### src/rtl/clac_pkg.sv
// Shared constants and encodings for the calculator sequencing engine.
package clac_pkg;

    localparam int OP_W  = 16;
    localparam int ITER  = 16;
    localparam int RES_W = 2 * OP_W;
    localparam int CNT_W = $clog2(ITER);

    typedef enum logic [1:0] {
        MODE_ADD = 2'b00,
        MODE_SUB = 2'b01,
        MODE_MUL = 2'b10,
        MODE_DIV = 2'b11
    } clac_mode_e;

    typedef enum logic [1:0] {
        ST_IDLE = 2'b00,
        ST_EXEC = 2'b01,
        ST_DONE = 2'b10
    } clac_state_e;

endpackage

### src/rtl/clac_seq_ctrl_if.sv
// Register-side bundle between the AHB calculator slave (master) and the sequencer (slave).
interface clac_seq_ctrl_if;
    import clac_pkg::*;

    logic             ctrl;
    logic [1:0]       clac_mode;
    logic [OP_W-1:0]  opcode_a;
    logic [OP_W-1:0]  opcode_b;
    logic [RES_W-1:0] result;
    logic             busy;
    logic             done;
    logic             err;

    modport master (
        output ctrl, clac_mode, opcode_a, opcode_b,
        input  result, busy, done, err
    );

    modport slave (
        input  ctrl, clac_mode, opcode_a, opcode_b,
        output result, busy, done, err
    );

endinterface

### src/rtl/clac_iter_unit.sv
// Iterative MUL/DIV engine, one bit per step. The divider exists only when CLAC_DIV_EN is defined.
module clac_iter_unit
    import clac_pkg::*;
(
    input  logic             hclk,
    input  logic             hresetn,
    input  logic             load,
    input  logic             step,
    input  clac_mode_e       mode,
    input  logic [OP_W-1:0]  a,
    input  logic [OP_W-1:0]  b,
    output logic [RES_W-1:0] acc
`ifdef CLAC_DIV_EN
    ,
    output logic [OP_W-1:0]  quotient,
    output logic [OP_W-1:0]  remainder
`endif
);

    logic [RES_W-1:0] acc_q;
    logic [RES_W-1:0] mcand_q;
    logic [OP_W-1:0]  mplier_q;

    // Outputs include the current step so the final step's value can be captured on the same edge.
    always_comb begin
        acc = mplier_q[0] ? acc_q + mcand_q : acc_q;
    end

    always_ff @(posedge hclk or negedge hresetn) begin
        if (!hresetn) begin
            acc_q    <= '0;
            mcand_q  <= '0;
            mplier_q <= '0;
        end else if (load) begin
            acc_q    <= '0;
            mcand_q  <= RES_W'(a);
            mplier_q <= b;
        end else if (step && mode == MODE_MUL) begin
            acc_q    <= acc;
            mcand_q  <= mcand_q << 1;
            mplier_q <= mplier_q >> 1;
        end
    end

`ifdef CLAC_DIV_EN
    logic [OP_W-1:0] dvsr_q;
    logic [OP_W-1:0] quo_q;
    logic [OP_W-1:0] rem_q;
    logic [OP_W:0]   trial;
    logic [OP_W-1:0] diff;
    logic            fits;

    // Restoring step: the dividend shifts out of quo_q MSB-first while quotient bits shift in.
    always_comb begin
        trial     = {rem_q, quo_q[OP_W-1]};
        fits      = trial >= {1'b0, dvsr_q};
        diff      = trial[OP_W-1:0] - dvsr_q;
        remainder = fits ? diff : trial[OP_W-1:0];
        quotient  = {quo_q[OP_W-2:0], fits};
    end

    always_ff @(posedge hclk or negedge hresetn) begin
        if (!hresetn) begin
            dvsr_q <= '0;
            quo_q  <= '0;
            rem_q  <= '0;
        end else if (load) begin
            dvsr_q <= b;
            quo_q  <= a;
            rem_q  <= '0;
        end else if (step && mode == MODE_DIV) begin
            quo_q  <= quotient;
            rem_q  <= remainder;
        end
    end
`endif

endmodule

### src/rtl/clac_seq_ctrl.sv
// Calculator sequencer: start detect, IDLE/EXEC/DONE FSM, result/err registers.
// Iterative division is built only when CLAC_DIV_EN is defined; otherwise DIV reports err.
module clac_seq_ctrl
    import clac_pkg::*;
(
    input  logic hclk,
    input  logic hresetn,
    clac_seq_ctrl_if.slave bus
);

    clac_state_e      state;
    clac_mode_e       mode_q;
    logic             ctrl_d;
    logic [CNT_W-1:0] count;
    logic [OP_W-1:0]  a_q;
    logic [OP_W-1:0]  b_q;
    logic [RES_W-1:0] result_q;
    logic             busy_q;
    logic             done_q;
    logic             err_q;

    logic             start;
    logic             single_cycle;
    logic             finish;
    logic [OP_W:0]    sum;
    logic [OP_W:0]    dif;
    logic [RES_W-1:0] res_nxt;
    logic             err_nxt;
    logic [RES_W-1:0] acc;
`ifdef CLAC_DIV_EN
    logic [OP_W-1:0]  quotient;
    logic [OP_W-1:0]  remainder;
`endif

    assign start = bus.ctrl & ~ctrl_d & (state == ST_IDLE);

    clac_iter_unit u_iter (
        .hclk      (hclk),
        .hresetn   (hresetn),
        .load      (start),
        .step      (state == ST_EXEC),
        .mode      (mode_q),
        .a         (bus.opcode_a),
        .b         (bus.opcode_b),
        .acc       (acc)
`ifdef CLAC_DIV_EN
        ,
        .quotient  (quotient),
        .remainder (remainder)
`endif
    );

    // Only MUL and a real (non-zero divisor) DIV need the full iteration count.
    always_comb begin
        single_cycle = 1'b1;
        case (mode_q)
            MODE_MUL: single_cycle = 1'b0;
`ifdef CLAC_DIV_EN
            MODE_DIV: single_cycle = (b_q == '0);
`endif
            default:  single_cycle = 1'b1;
        endcase
        finish = single_cycle | (count == CNT_W'(ITER - 1));
    end

    always_comb begin
        sum     = {1'b0, a_q} + {1'b0, b_q};
        dif     = {1'b0, a_q} - {1'b0, b_q};
        res_nxt = '0;
        err_nxt = 1'b0;
        case (mode_q)
            MODE_ADD: res_nxt = RES_W'(sum);
            MODE_SUB: res_nxt = {{(RES_W - OP_W - 1){dif[OP_W]}}, dif};
            MODE_MUL: res_nxt = acc;
            MODE_DIV: begin
`ifdef CLAC_DIV_EN
                if (b_q == '0) begin
                    res_nxt = '1;
                    err_nxt = 1'b1;
                end else begin
                    res_nxt = {remainder, quotient};
                end
`else
                res_nxt = '0;
                err_nxt = 1'b1;
`endif
            end
            default:  res_nxt = '0;
        endcase
    end

    // Control FSM; busy/done are registered alongside the state so they never glitch.
    always_ff @(posedge hclk or negedge hresetn) begin
        if (!hresetn) begin
            state    <= ST_IDLE;
            ctrl_d   <= 1'b0;
            count    <= '0;
            mode_q   <= MODE_ADD;
            a_q      <= '0;
            b_q      <= '0;
            result_q <= '0;
            busy_q   <= 1'b0;
            done_q   <= 1'b0;
            err_q    <= 1'b0;
        end else begin
            ctrl_d <= bus.ctrl;
            case (state)
                ST_IDLE: begin
                    if (start) begin
                        state  <= ST_EXEC;
                        count  <= '0;
                        busy_q <= 1'b1;
                        mode_q <= clac_mode_e'(bus.clac_mode);
                        a_q    <= bus.opcode_a;
                        b_q    <= bus.opcode_b;
                    end
                end
                ST_EXEC: begin
                    if (finish) begin
                        state    <= ST_DONE;
                        done_q   <= 1'b1;
                        result_q <= res_nxt;
                        err_q    <= err_nxt;
                    end else begin
                        count <= count + 1'b1;
                    end
                end
                ST_DONE: begin
                    state  <= ST_IDLE;
                    busy_q <= 1'b0;
                    done_q <= 1'b0;
                end
                default: begin
                    state  <= ST_IDLE;
                    busy_q <= 1'b0;
                    done_q <= 1'b0;
                end
            endcase
        end
    end

    assign bus.result = result_q;
    assign bus.busy   = busy_q;
    assign bus.done   = done_q;
    assign bus.err    = err_q;

endmodule

### src/flat_wrapper.sv
// flat-port wrapper written by rule: the top's interface ports become plain ports
module clac_seq_ctrl_flat import clac_pkg::*;
  (hclk, hresetn, bus_ctrl, bus_clac_mode, bus_opcode_a, bus_opcode_b, bus_result, bus_busy, bus_done, bus_err);
  clac_seq_ctrl_if bus_i ();
  input  logic hclk;
  input  logic hresetn;
  input wire logic [$bits(bus_i.ctrl)-1:0] bus_ctrl;
  input wire logic [$bits(bus_i.clac_mode)-1:0] bus_clac_mode;
  input wire logic [$bits(bus_i.opcode_a)-1:0] bus_opcode_a;
  input wire logic [$bits(bus_i.opcode_b)-1:0] bus_opcode_b;
  output wire logic [$bits(bus_i.result)-1:0] bus_result;
  output wire logic [$bits(bus_i.busy)-1:0] bus_busy;
  output wire logic [$bits(bus_i.done)-1:0] bus_done;
  output wire logic [$bits(bus_i.err)-1:0] bus_err;
  assign bus_i.ctrl = bus_ctrl;
  assign bus_i.clac_mode = bus_clac_mode;
  assign bus_i.opcode_a = bus_opcode_a;
  assign bus_i.opcode_b = bus_opcode_b;
  assign bus_result = bus_i.result;
  assign bus_busy = bus_i.busy;
  assign bus_done = bus_i.done;
  assign bus_err = bus_i.err;
  clac_seq_ctrl u_core (.hclk(hclk), .hresetn(hresetn), .bus(bus_i));
endmodule
### config.mk
export PLATFORM = sky130hd
export DESIGN_NAME = clac_seq_ctrl_flat
export DESIGN_NICKNAME = d
export VERILOG_FILES = /design/src/rtl/clac_pkg.sv /design/src/rtl/clac_seq_ctrl_if.sv /design/src/rtl/clac_iter_unit.sv /design/src/rtl/clac_seq_ctrl.sv /design/src/flat_wrapper.sv
export SDC_FILE = /design/constraint.sdc
export NUM_CORES = 1
export LEC_CHECK = 0
export ABC_AREA = 0
export ABC_CLOCK_PERIOD_IN_PS = 2500
export BUFFER_PORTS_ARGS = -buffer_cell sky130_fd_sc_hd__buf_2
export CORE_MARGIN = 2
export CORE_UTILIZATION = 35
export CTS_CLUSTER_DIAMETER = 50
export DETAILED_ROUTE_END_ITERATION = 10
export PLACE_DENSITY = 0.51
export SYNTH_ARGS = -nofsm -noshare
export SYNTH_HDL_FRONTEND = slang
export SYNTH_HIERARCHICAL = 1
export SYNTH_SLANG_ARGS = --single-unit
### constraint.sdc
create_clock -name hclk -period 2.5 [get_ports hclk]
set_input_delay 0 -clock hclk [delete_from_list [all_inputs] [get_ports hclk]]
set_output_delay 0 -clock hclk [all_outputs]
set_load 0.05 [all_outputs]
# After elaboration in Yosys (flattened, before gate mapping)
# Cells that the tools add are included.
# totals
reg_bits	156
output_inout_bits	35
elab_cells	62
# classes
addsub	4
eq_ne	8
n_mux	20
bitwise_logic	6
reduce_logical	11
# ops
operator	count
32-bit 2-to-1 mux	5
32-bit case mux with 4 select lines	1
32-bit adder	1
16-bit 2-to-1 mux	2
16-bit by 16-bit adder with 17-bit output	1
16-bit by 16-bit subtractor with 17-bit output	1
2-bit AND reduction	5
4-bit 2-to-1 mux	2
4-bit case mux with 2 select lines	1
4-bit by 1-bit adder with 4-bit output, second input constant	1
2-bit by 1-bit == test with 1-bit output, second input constant	2
2-bit == test, second input constant	2
4-bit == test, second input constant	1
2-bit logical NOT	2
1-bit 2-to-1 mux	4
2-bit 2-to-1 mux	2
2-bit by 1-bit inequality test with 1-bit output, second input constant	2
1-bit case mux with 2 select lines	2
2-bit case mux with 2 select lines	1
2-bit nonzero test	2
1-bit inverter	3
3-bit AND reduction	1
1-bit AND	2
2-bit inequality test, second input constant	1
2 further kinds	2

# Depth between registers and ports, before layout
# Gate-level depths: netlist of run 1.
# logic_depth
word_depth	5
ltp_mapped	13
mapped_depth_nobuf	13

# By module
# Netlist of run 1, hierarchy kept.
# modules_own_cells
mod	n_inst	cells_each	area_each_um2	seq_area_each_um2
clac_iter_unit	1	629	5489.0	2001.9
clac_seq_ctrl	1	563	4745.8	1901.8

# Worst setup path before layout of run 1
# Ideal clock, no wire load.
# synth_path
path_type	register to register
startpoint	reg u_core.u_iter.acc_q[0]
endpoint	reg u_core.result_q[14], in the netlist u_core/bus.result[14]
arrival_time_ns	2.665
t_required_ns	2.377
slack_ns	-0.288
path_stages_with_launch	14
synth_period_minus_slack_ns	2.788
cell_sequence	dfrtp_1 > ha_1 > fa_1 > a21oi_1 > o221a_4 > o211ai_4 > a21boi_0 > o21a_1 > xnor2_1 > mux2_2 > a21oi_1 > o221ai_1 > o22ai_1 > nand2_1
# synth_via
elab_chain_len	3
# synth_lines
item	line_no	source
start, declared	clac_iter_unit.sv:20	logic [RES_W-1:0] acc_q;
start signal, assigned	clac_iter_unit.sv:31	acc_q <= '0;
start signal, assigned	clac_iter_unit.sv:35	acc_q <= '0;
start signal, assigned	clac_iter_unit.sv:39	acc_q <= acc;
32-bit adder	clac_iter_unit.sv:26	acc = mplier_q[0] ? acc_q + mcand_q : acc_q;
32-bit 2-to-1 mux	clac_iter_unit.sv:26	
named net u_core.acc[14]	clac_seq_ctrl.sv:29	logic [RES_W-1:0] acc;
32-bit case mux with 4 select lines	clac_seq_ctrl.sv:71	case (mode_q)
end signal, assigned	clac_seq_ctrl.sv:122	result_q <= res_nxt;
end, declared	clac_seq_ctrl.sv:17	logic [RES_W-1:0] result_q;
# The timed path passes the listed nets, and every way through them passes these cells.
# A chain may end at the register's enable or synchronous reset.

# Worst setup path after layout of run 1
# layout_path
startpoint	reg u_core.u_iter.mcand_q[8]
endpoint	reg u_core.u_iter.acc_q[31]
# layout_via
elab_chain_len	4
# layout_lines
item	line_no	source
start, declared	clac_iter_unit.sv:21	logic [RES_W-1:0] mcand_q;
start signal, assigned	clac_iter_unit.sv:36	mcand_q <= RES_W'(a);
start signal, assigned	clac_iter_unit.sv:40	mcand_q <= mcand_q << 1;
32-bit adder	clac_iter_unit.sv:26	
32-bit 2-to-1 mux	clac_iter_unit.sv:26	
32-bit 2-to-1 mux	clac_iter_unit.sv:38	end else if (step && mode == MODE_MUL) begin
32-bit 2-to-1 mux	clac_iter_unit.sv:34	end else if (load) begin
# No other way between the ends. The select of a mux whose other input is x is not followed.

==> metrics.cfg, run 1 <==
[detailed_routing]
drc=0
wl_per_cell_microns=18.5
dr_total_vias=9749
via_per_inst=5.25
drtIter0Drc=709
final_antenna_net_count=0
first_pass_iters=6
routed_wirelength_microns=34300

[sta]
hold_slack_ns=0.154
drv_slew=0
max_slew.worst_pin.slew_ns=0.653
relSlewSlack_pct=56.5
setup_violations=33
rsz0062_at_grt=yes
finalCritPeriodShare_pct=111
setup_slack_ns=-0.287
fmax_ghz=0.359
fin_skew_ns=0.00768
min_period_ns=2.79
hold_violations=0

[synthesis]
synth_warnings=6
synth-main-ff-cell=dfrtp_1
synthArstFlopShare_pct=100
syn_area_sq_um=10200
yosysTopAreaCellShare_pct=38.1
synthMuxAreaShare_pct=6.42
syn_nets=1297
syn_inst=1192
synth_top_family_by_area=compound AO/OA/AOI/OAI gates
synth.distinct_cells=88
yosys.area_share.adder_pct=8.53
synth_xor_area_share_pct=3.77
syn_area_per_cell_sq_um=8.59
yosys-top-cells-area=dfrtp_1 38%, nand2_1 8.4%, ha_1 7.9%
synth-compound-area-share_pct=21.0
ys_seq_area_share_pct=38.1
synth_area_leader_cell=dfrtp_1
ys_ff_latch=156
synth-edff-count=0
synthSimpleGateAreaFrac_pct=17.5

[finish]
layout_common_cells=218 x nand2_1, 198 x buf_4, 156 x dfrtp_1, 82 x a21oi_1, 79 x o21ai_0
post-route-util_pct=49.9
layout.cells.most_common=nand2_1
nets=1566
drive_above_1_share_pct=33.5
final_area_sq_um=14400
area_delta_synth_final_pct=40.4
diodes=0

[global_routing]
antenna_found_initial=1
grt_pass1_vias=9667
overflow=0
grt_max_degree=67
grt_pass1_wl_microns=53700
grt_use_total_pct=22.3

[clock_network]
clockBufferDepth=2
clk_pin_slew_ns=0.07
htree_levels=4
cts_tree=built
numCtsBuffers=17
clkSinkCount=156
clkLatencyLatePin_ns=0.44
cts-root-buf=clkbuf_16

[worst_setup_path]
reg2reg_to=u_core/u_iter/acc_q[31]
rrSetupSlack_ns=-0.29
cp_data_arrival_time_ns=3.11
critPathCaptureType=flop
r2r_start=u_core/u_iter/mcand_q[8]
cp.required_ns=2.83
crit_start=u_core/u_iter/mcand_q[8]
reg2reg_depth=11
endpoint=u_core/u_iter/acc_q[31]
path_class=reg2reg
crit_fanout=5
crit_path_start_kind=flop

[floorplan]
die-area_sq_um=30600
die_h_microns=175
die_w_microns=175
start_util_pct=35.6
placeableCoreArea_sq_um=28800
num_rows=62
num_io_pins=72

[pwr]
p_total_w=0.0177
p_leak_nw=6.69
clkPwrFrac_pct=16.0
power.switching_w=0.00805
swShare_pct=45.4
power_density_nw_per_um2=1230
pwr-share-seq_pct=23.1
p_int_w=0.00967
ir_drop_v=0.000565
p_comb_share_pct=61.0

[placed_design]
gp_congestion=0.876
io_buffers=71
hpwl_microns=24100
placed_cell_area_sq_um=12200
dp_slack_ns=-0.317

[run]
maxCapViolCount=0

[status]
violations=negative setup slack
status=finished with violations

[min_path]
hp-class=in2async

[layout make-up]
class / count / area (sq um)
clock buffer: 17 / 425
clock inverter: 14 / 196
sequential: 156 / 3900
timing repair buffer: 323 / 2450
multi-input combinational: 919 / 6740
inverter: 44 / 168
tap: 384 / 480
fill: 2682 / 14400
[power groups by stage]
stage | logic [W] | registers (W) | clock network [W]
floorplan | 0.00509 | 0.00485 | 0
global placement | 0.00926 | 0.00406 | 0
detailed placement | 0.00930 | 0.00407 | 0
CTS | 0.00990 | 0.00406 | 0.00289
global route | 0.0117 | 0.00420 | 0.00300
finish | 0.0108 | 0.00409 | 0.00283
[through the flow]
step | setup TNS [ns] | instances
finish | -4.23 | 1857
global route | -7.22 | 1857
CTS | -3.45 | 1841
detailed placement | -5.10 | 1751
global placement | -4.27 | 1751
floorplan | -0.354 | 1192
[state kept, by name (all words and copies together), names as in the netlist]
name                    cells
u_core/a_q                 16
u_core/b_q                 16
u_core/bus.busy             1
u_core/bus.done             1
u_core/bus.err              1
u_core/bus.result          32
u_core/count                4
u_core/ctrl_d               1
u_core/mode_q               2
u_core/state                2
u_core/u_iter/acc_q        32
u_core/u_iter/mcand_q      32
u_core/u_iter/mplier_q     16
[critical path, stage by stage, from the launching register on]
cell       delay [ns]
dfrtp_1          0.41
ha_4             0.27
a21oi_4          0.17
nor2_4           0.06
a2111oi_4        0.34
o31ai_4          0.14
buf_12           0.16
buf_6            0.11
a41oi_4          0.23
mux2_4           0.33
a21oi_2          0.13
mux2_4           0.31
[worst min path at each step]
stage | startpoint | to | slack [ns] | cells past startpoint
after floorplan | hresetn | u_core/a_q[0] | -0.30 | 0
after global placement | hresetn | u_core/u_iter/mcand_q[0] | 0.07 | 1
after detailed placement | hresetn | u_core/u_iter/mcand_q[1] | 0.06 | 1
after CTS | hresetn | u_core/u_iter/acc_q[2] | 0.18 | 2
after global routing | hresetn | u_core/u_iter/mcand_q[2] | 0.21 | 2
final | hresetn | u_core/u_iter/mcand_q[1] | 0.15 | 2
[routing by layer]
metal	global-route usage (%)	vias to the layer above	share of wire (%)
met5	0	-	0
met4	7.12	0	2.4
met3	4.03	46	4.3
met2	35.2	223	46
met1	30.9	4754	47
li1	-	4726	-
[Yosys cell counts (8+ instances only)]
library cell  number
a211oi_1           9
a21o_1            14
a21oi_1          107
a31oi_1           11
and3_1            10
buf_1              8
buf_2             17
clkbuf_1          45
dfrtp_1          156
ha_1              65
inv_1             41
mux2_2            27
mux2i_1           33
nand2_1          230
nand3_1           18
nand4_1           11
nor2_1            84
nor2b_1            9
nor3_1            16
o211ai_1           8
o21ai_0           90
o21ai_1            9
xnor2_1           27
xor2_1            17
[repair_timing]
action / in CTS / in global routing
setup buffers: 24 / 21
endpoints found under the setup margin: 35 / 41
cloned: 0 / 0
hold buffers: 36 / 0
pin swaps: 39 / 61
resized for setup: 72 / 106
endpoints found under the hold margin: 131 / 0
[kinds of logic (layout without fill, tap and decap cells)]
| family | count (synthesis) | after routing |
|---|---|---|
| muxes | 62 | 62 |
| AOI/OAI and AO/OA | 332 | 332 |
| buffers and inverters | 117 | 398 |
| xor gates and xnor gates | 44 | 44 |
| adders and majority gates | 68 | 68 |
| DFF | 156 | 156 |
| and+or+nand+nor | 413 | 413 |
Power figures use the tool's default switching activity.
==> run 2: changes to the inputs <==
- ABC_CLOCK_PERIOD_IN_PS: 2500 -> 3070
- PLACE_DENSITY: 0.51 -> 0.49
- clock period: 2.5 -> 3.07 ns (I/O delays scaled with it)
==> run 2 against run 1 <==
Net effect: the run now ends clean; via count shrank 10%; design area fell by 16%; non-clock buffer count decreased by 182; setup slack better by 0.47 ns; critical path depth unchanged; global-route usage down 2.1 points; flip-flop and latch count unchanged; cell count is 9.7% lower; count of clock-buffer cells in the layout stayed put; total power decreased by 32%; critical path type unchanged; critical endpoint is now u_core/bus.result[28].
==> metrics.cfg, run 2 (synthesis gave the netlist of run 1 again) <==
[status]
status=finished clean

[global_routing]
grt_pass1_vias=8681
grt_pass1_wl_microns=48800
grt_max_degree=73
antenna_found_initial=0
grt_use_total_pct=20.2
overflow=0

[finish]
nets=1384
layout_common_cells=230 x nand2_1, 156 x dfrtp_1, 105 x a21oi_1, 90 x o21ai_0, 82 x nor2_1
fillers=2891
final_area_sq_um=12100
fin_cells=1676
layout.cells.most_common=nand2_1
multi_input_area_sq_um=5880
seqCellArea_sq_um=3900
diodes=0
area_delta_synth_final_pct=17.8
drive_above_1_share_pct=15.5

[run]
maxCapViolCount=0

[sta]
drv_slew=0
fin_skew_ns=0.0219
fmax_ghz=0.346
rsz0062_at_grt=yes
fin_setup_tns_ns=0
min_period_ns=2.89
relSlewSlack_pct=53.4
max_slew.worst_pin.slew_ns=0.700
setup_violations=0
finalCritPeriodShare_pct=94.0
setup_slack_ns=0.183
hold_violations=0

[detailed_routing]
drtIter0Drc=737
final_antenna_net_count=0
drc=0
dr_total_vias=8755
first_pass_iters=5
wl_per_cell_microns=18.1
routed_wirelength_microns=30400
via_per_inst=5.22

[worst_setup_path]
crit_buf_inv=0
crit_chain=ha_1, a21oi_1, nand2_1, a31oi_1, or4_1, o21ai_1, a311oi_2, xnor2_1, mux2_2, nand2_1, a21oi_1
critPathCaptureType=flop
cp_data_arrival_time_ns=3.18
cp.required_ns=3.36
cp_slowest_cell=or4_1
crit_path_start_kind=flop
crit_fanout=5
crit_path_max_incr_delay_ns=0.53
rrSetupSlack_ns=0.18
cp_top_family=compound AO/OA/AOI/OAI gates
path_class=reg2reg

[clock_network]
clk_pin_slew_ns=0.08
clkSinkCount=156
clkLatencyLatePin_ns=0.44
cts_tree=built
clockBufferDepth=2
htree_levels=4
cts-root-buf=clkbuf_16
numCtsBuffers=17

[floorplan]
placeableCoreArea_sq_um=28800
start_util_pct=35.6
die_w_microns=175
die_h_microns=175
die-area_sq_um=30600
num_rows=62
num_io_pins=72

[placed_design]
dp_slack_ns=0.0200
hpwl_microns=22100
post-place-cells=1607
placed_cell_area_sq_um=11000
io_buffers=71
gp_congestion=0.846

[pwr]
p_total_w=0.0121
p_leak_nw=5.53
power_density_nw_per_um2=1010
ir_drop_v=0.000613

[min_path]
hp-class=in2async

run 2: cell types whose count changed in the layout (fill, tap and decap cells not counted), sizes merged:
cell | before | now
bufinv | 4 | 2
inv | 45 | 54
clkinv | 6 | 2
buf | 287 | 105
clkinvlp | 3 | 1
run 2: metal layers:
metal	wire, microns	vias up	track usage (%)
li1	-	4360	-
met1	15000	4202	28.6
met2	13900	157	32.0
met3	776	36	2.87
met4	665	0	5.80
met5	0	-	0
run 2: area by class of cell:
| type | instances | area share [%] |
|---|---|---|
| Multi-Input combinational cell | 919 | 48.8 |
| Sequential cell | 156 | 32.4 |
| Timing Repair Buffer | 141 | 8.31 |
| Tap cell | 384 | 3.99 |
| Clock buffer | 17 | 3.53 |
| Clock inverter | 15 | 1.59 |
| Inverter | 44 | 1.39 |
run 2: path summary, 6_finish.rpt:
check | from | end | cells past startpoint
worst max-delay path | u_core/u_iter/mcand_q[13] | u_core/bus.result[28] | 11
worst max register to register | u_core/u_iter/mcand_q[13] | u_core/bus.result[28] | 11
min in group hclk | bus_ctrl | u_core/ctrl_d | 2
worst min-delay path | hresetn | u_core/u_iter/acc_q[3] | 2
max in group asynchronous | hresetn | u_core/u_iter/acc_q[23] | 3
worst min register to register | u_core/bus.result[4] | u_core/bus.result[4] | 2
run 2: power breakdown:
group / internal, W / total [W] / switching (W)
Combinational: 0.00231 / 0.00650 / 0.00419
Clock: 0.00125 / 0.00227 / 0.00102
Sequential: 0.00276 / 0.00336 / 0.000604
run 2: what timing repair did:
item | 4_1_cts | 5_1_grt
resized for setup | 1 | 6
hold buffers | 36 | 0
buffers inserted | 0 | 1
endpoints found under the hold margin | 137 | 0
endpoints found under the setup margin | 1 | 9
pin swaps | 0 | 3
run 2: through the flow:
stage	utilization, %	hold WS [ns]
after floorplan	-	-0.296
after global placement	38.4	0.0798
after detailed placement	38.4	0.0771
after CTS	41.8	0.189
after global routing	41.9	0.228
final	41.9	0.159
==> run 3: changes to the inputs <==
- CELL_PAD_IN_SITES_DETAIL_PLACEMENT: not set -> 1
- CELL_PAD_IN_SITES_GLOBAL_PLACEMENT: not set -> 2
- PLACE_DENSITY: 0.49 -> 0.73
==> run 3 against run 2 <==
Net effect: worst hold slack better by 0.036 ns; die area unchanged; design area up 0.80%; utilization up 0.33 points; via count up 2.4%; register-to-register slack worse by 0.03 ns; global-route usage up 2.7 points; critical endpoint is now u_core/bus.result[27]; largest cell class unchanged.
==> metrics.cfg, run 3 (synthesis gave the netlist of run 1 again) <==
[status]
status=finished clean

[pwr]
p_leak_nw=5.55
ir_drop_v=0.000454
power_density_nw_per_um2=1020

[min_path]
hp-class=in2async

[worst_setup_path]
path_class=reg2reg
cp.required_ns=3.37
cp_data_arrival_time_ns=3.22
critPathCaptureType=flop
crit_path_start_kind=flop
crit_fanout=4

[finish]
drive_above_1_share_pct=16.5
nets=1390
post-route-util_pct=42.2
fin_cells=1682
area_delta_synth_final_pct=18.7
layout_common_cells=229 x nand2_1, 154 x dfrtp_1, 103 x a21oi_1, 89 x o21ai_0, 82 x nor2_1
final_area_sq_um=12200
layout.cells.most_common=nand2_1
diodes=0

[detailed_routing]
final_antenna_net_count=0
drc=0
wl_per_cell_microns=20.0
drtIter0Drc=520
dr_total_vias=8966
via_per_inst=5.33
first_pass_iters=5
routed_wirelength_microns=33600

[sta]
setup_slack_ns=0.149
finalCritPeriodShare_pct=95.1
fin_setup_tns_ns=0
min_period_ns=2.92
max_slew.worst_pin.slew_ns=0.839
fmax_ghz=0.342
fin_skew_ns=0.0149
hold_violations=0
rsz0062_at_grt=no
setup_violations=0
relSlewSlack_pct=44.1
drv_slew=0

[placed_design]
hpwl_microns=24800
gp_congestion=0.846
dp_slack_ns=0.0117
placed_cell_area_sq_um=11100
post-place-cells=1610
io_buffers=71

[floorplan]
die-area_sq_um=30600
die_w_microns=175
die_h_microns=175
placeableCoreArea_sq_um=28800
num_rows=62
num_io_pins=72
start_util_pct=35.6

[global_routing]
grt_pass1_wl_microns=54300
grt_use_total_pct=22.8
grt_max_degree=83
grt_pass1_vias=9313
antenna_found_initial=0
overflow=0

[clock_network]
cts-root-buf=clkbuf_16
clkSinkCount=156
clockBufferDepth=2
clk_pin_slew_ns=0.06
numCtsBuffers=17
clkLatencyLatePin_ns=0.44
cts_tree=built
htree_levels=4

[run]
maxCapViolCount=0

[run 3: cell types whose count changed in the layout (fill, tap and decap cells not counted), moves of 3 or more]
cell	change
buf_4	+5
inv_8	-5
ha_1	-4
ha_2	+4
clkinv_4	+3
[run 3: per-layer routing]
layer | track usage, % | routed length (microns) | vias up
met5 | 0 | 0 | -
met2 | 36.1 | 15200 | 112
li1 | - | - | 4378
met4 | 5.63 | 490 | 0
met3 | 3.09 | 807 | 29
met1 | 32.9 | 17100 | 4447
[run 3: worst max-delay path: stages (launching register included)]
cell and delay, ns:
dfrtp_2 0.43, ha_1 0.28, a21o_1 0.13, nand4_1 0.13, a31o_1 0.30, o31ai_4 0.36, buf_4 0.19, a31oi_1 0.11
o21ai_1 0.30, xor2_1 0.13, mux2_2 0.30, nand2_1 0.07, a21oi_1 0.07
[run 3: final timing paths]
check | start | endpoint | slack, ns | cells past startpoint
worst max-delay path | u_core/u_iter/mcand_q[1] | u_core/bus.result[27] | 0.15 | 12
worst min-delay path | hresetn | u_core/u_iter/mcand_q[0] | 0.19 | 2
worst max register to register | u_core/u_iter/mcand_q[1] | u_core/bus.result[27] | 0.15 | 12
worst min register to register | u_core/bus.result[2] | u_core/bus.result[2] | 0.49 | 2
max in group asynchronous | hresetn | u_core/u_iter/mcand_q[24] | 2.03 | 3
min in group hclk | bus_ctrl | u_core/ctrl_d | 0.27 | 2
[run 3: area by class of cell]
type | instances | area, sq um
Fill cell | 3381 | 16600
Multi-Input combinational cell | 919 | 5930
Sequential cell | 156 | 3910
Timing Repair Buffer | 147 | 1060
Tap cell | 384 | 480
Clock buffer | 20 | 447
Inverter | 44 | 168
Clock inverter | 12 | 163
[run 3: through the flow]
stage                     hold WS, ns  power, W
after detailed placement        0.137    0.0100
after CTS                       0.216    0.0124
after global routing            0.254    0.0133
after floorplan                -0.296   0.00804
after global placement          0.134   0.00992
final                           0.195    0.0124
[run 3: repair_timing]
action,in CTS,in global routing
endpoints found under the hold margin,146,0
resized for setup,0,19
setup endpoints to repair,0,11
buffers inserted,0,4
hold buffers,36,0
[run 3: power by group]
part	internal, W	total (W)	switching, W
combinational	0.00239	0.00672	0.00432
sequential	0.00276	0.00342	0.000654
clock	0.00131	0.00225	0.000933
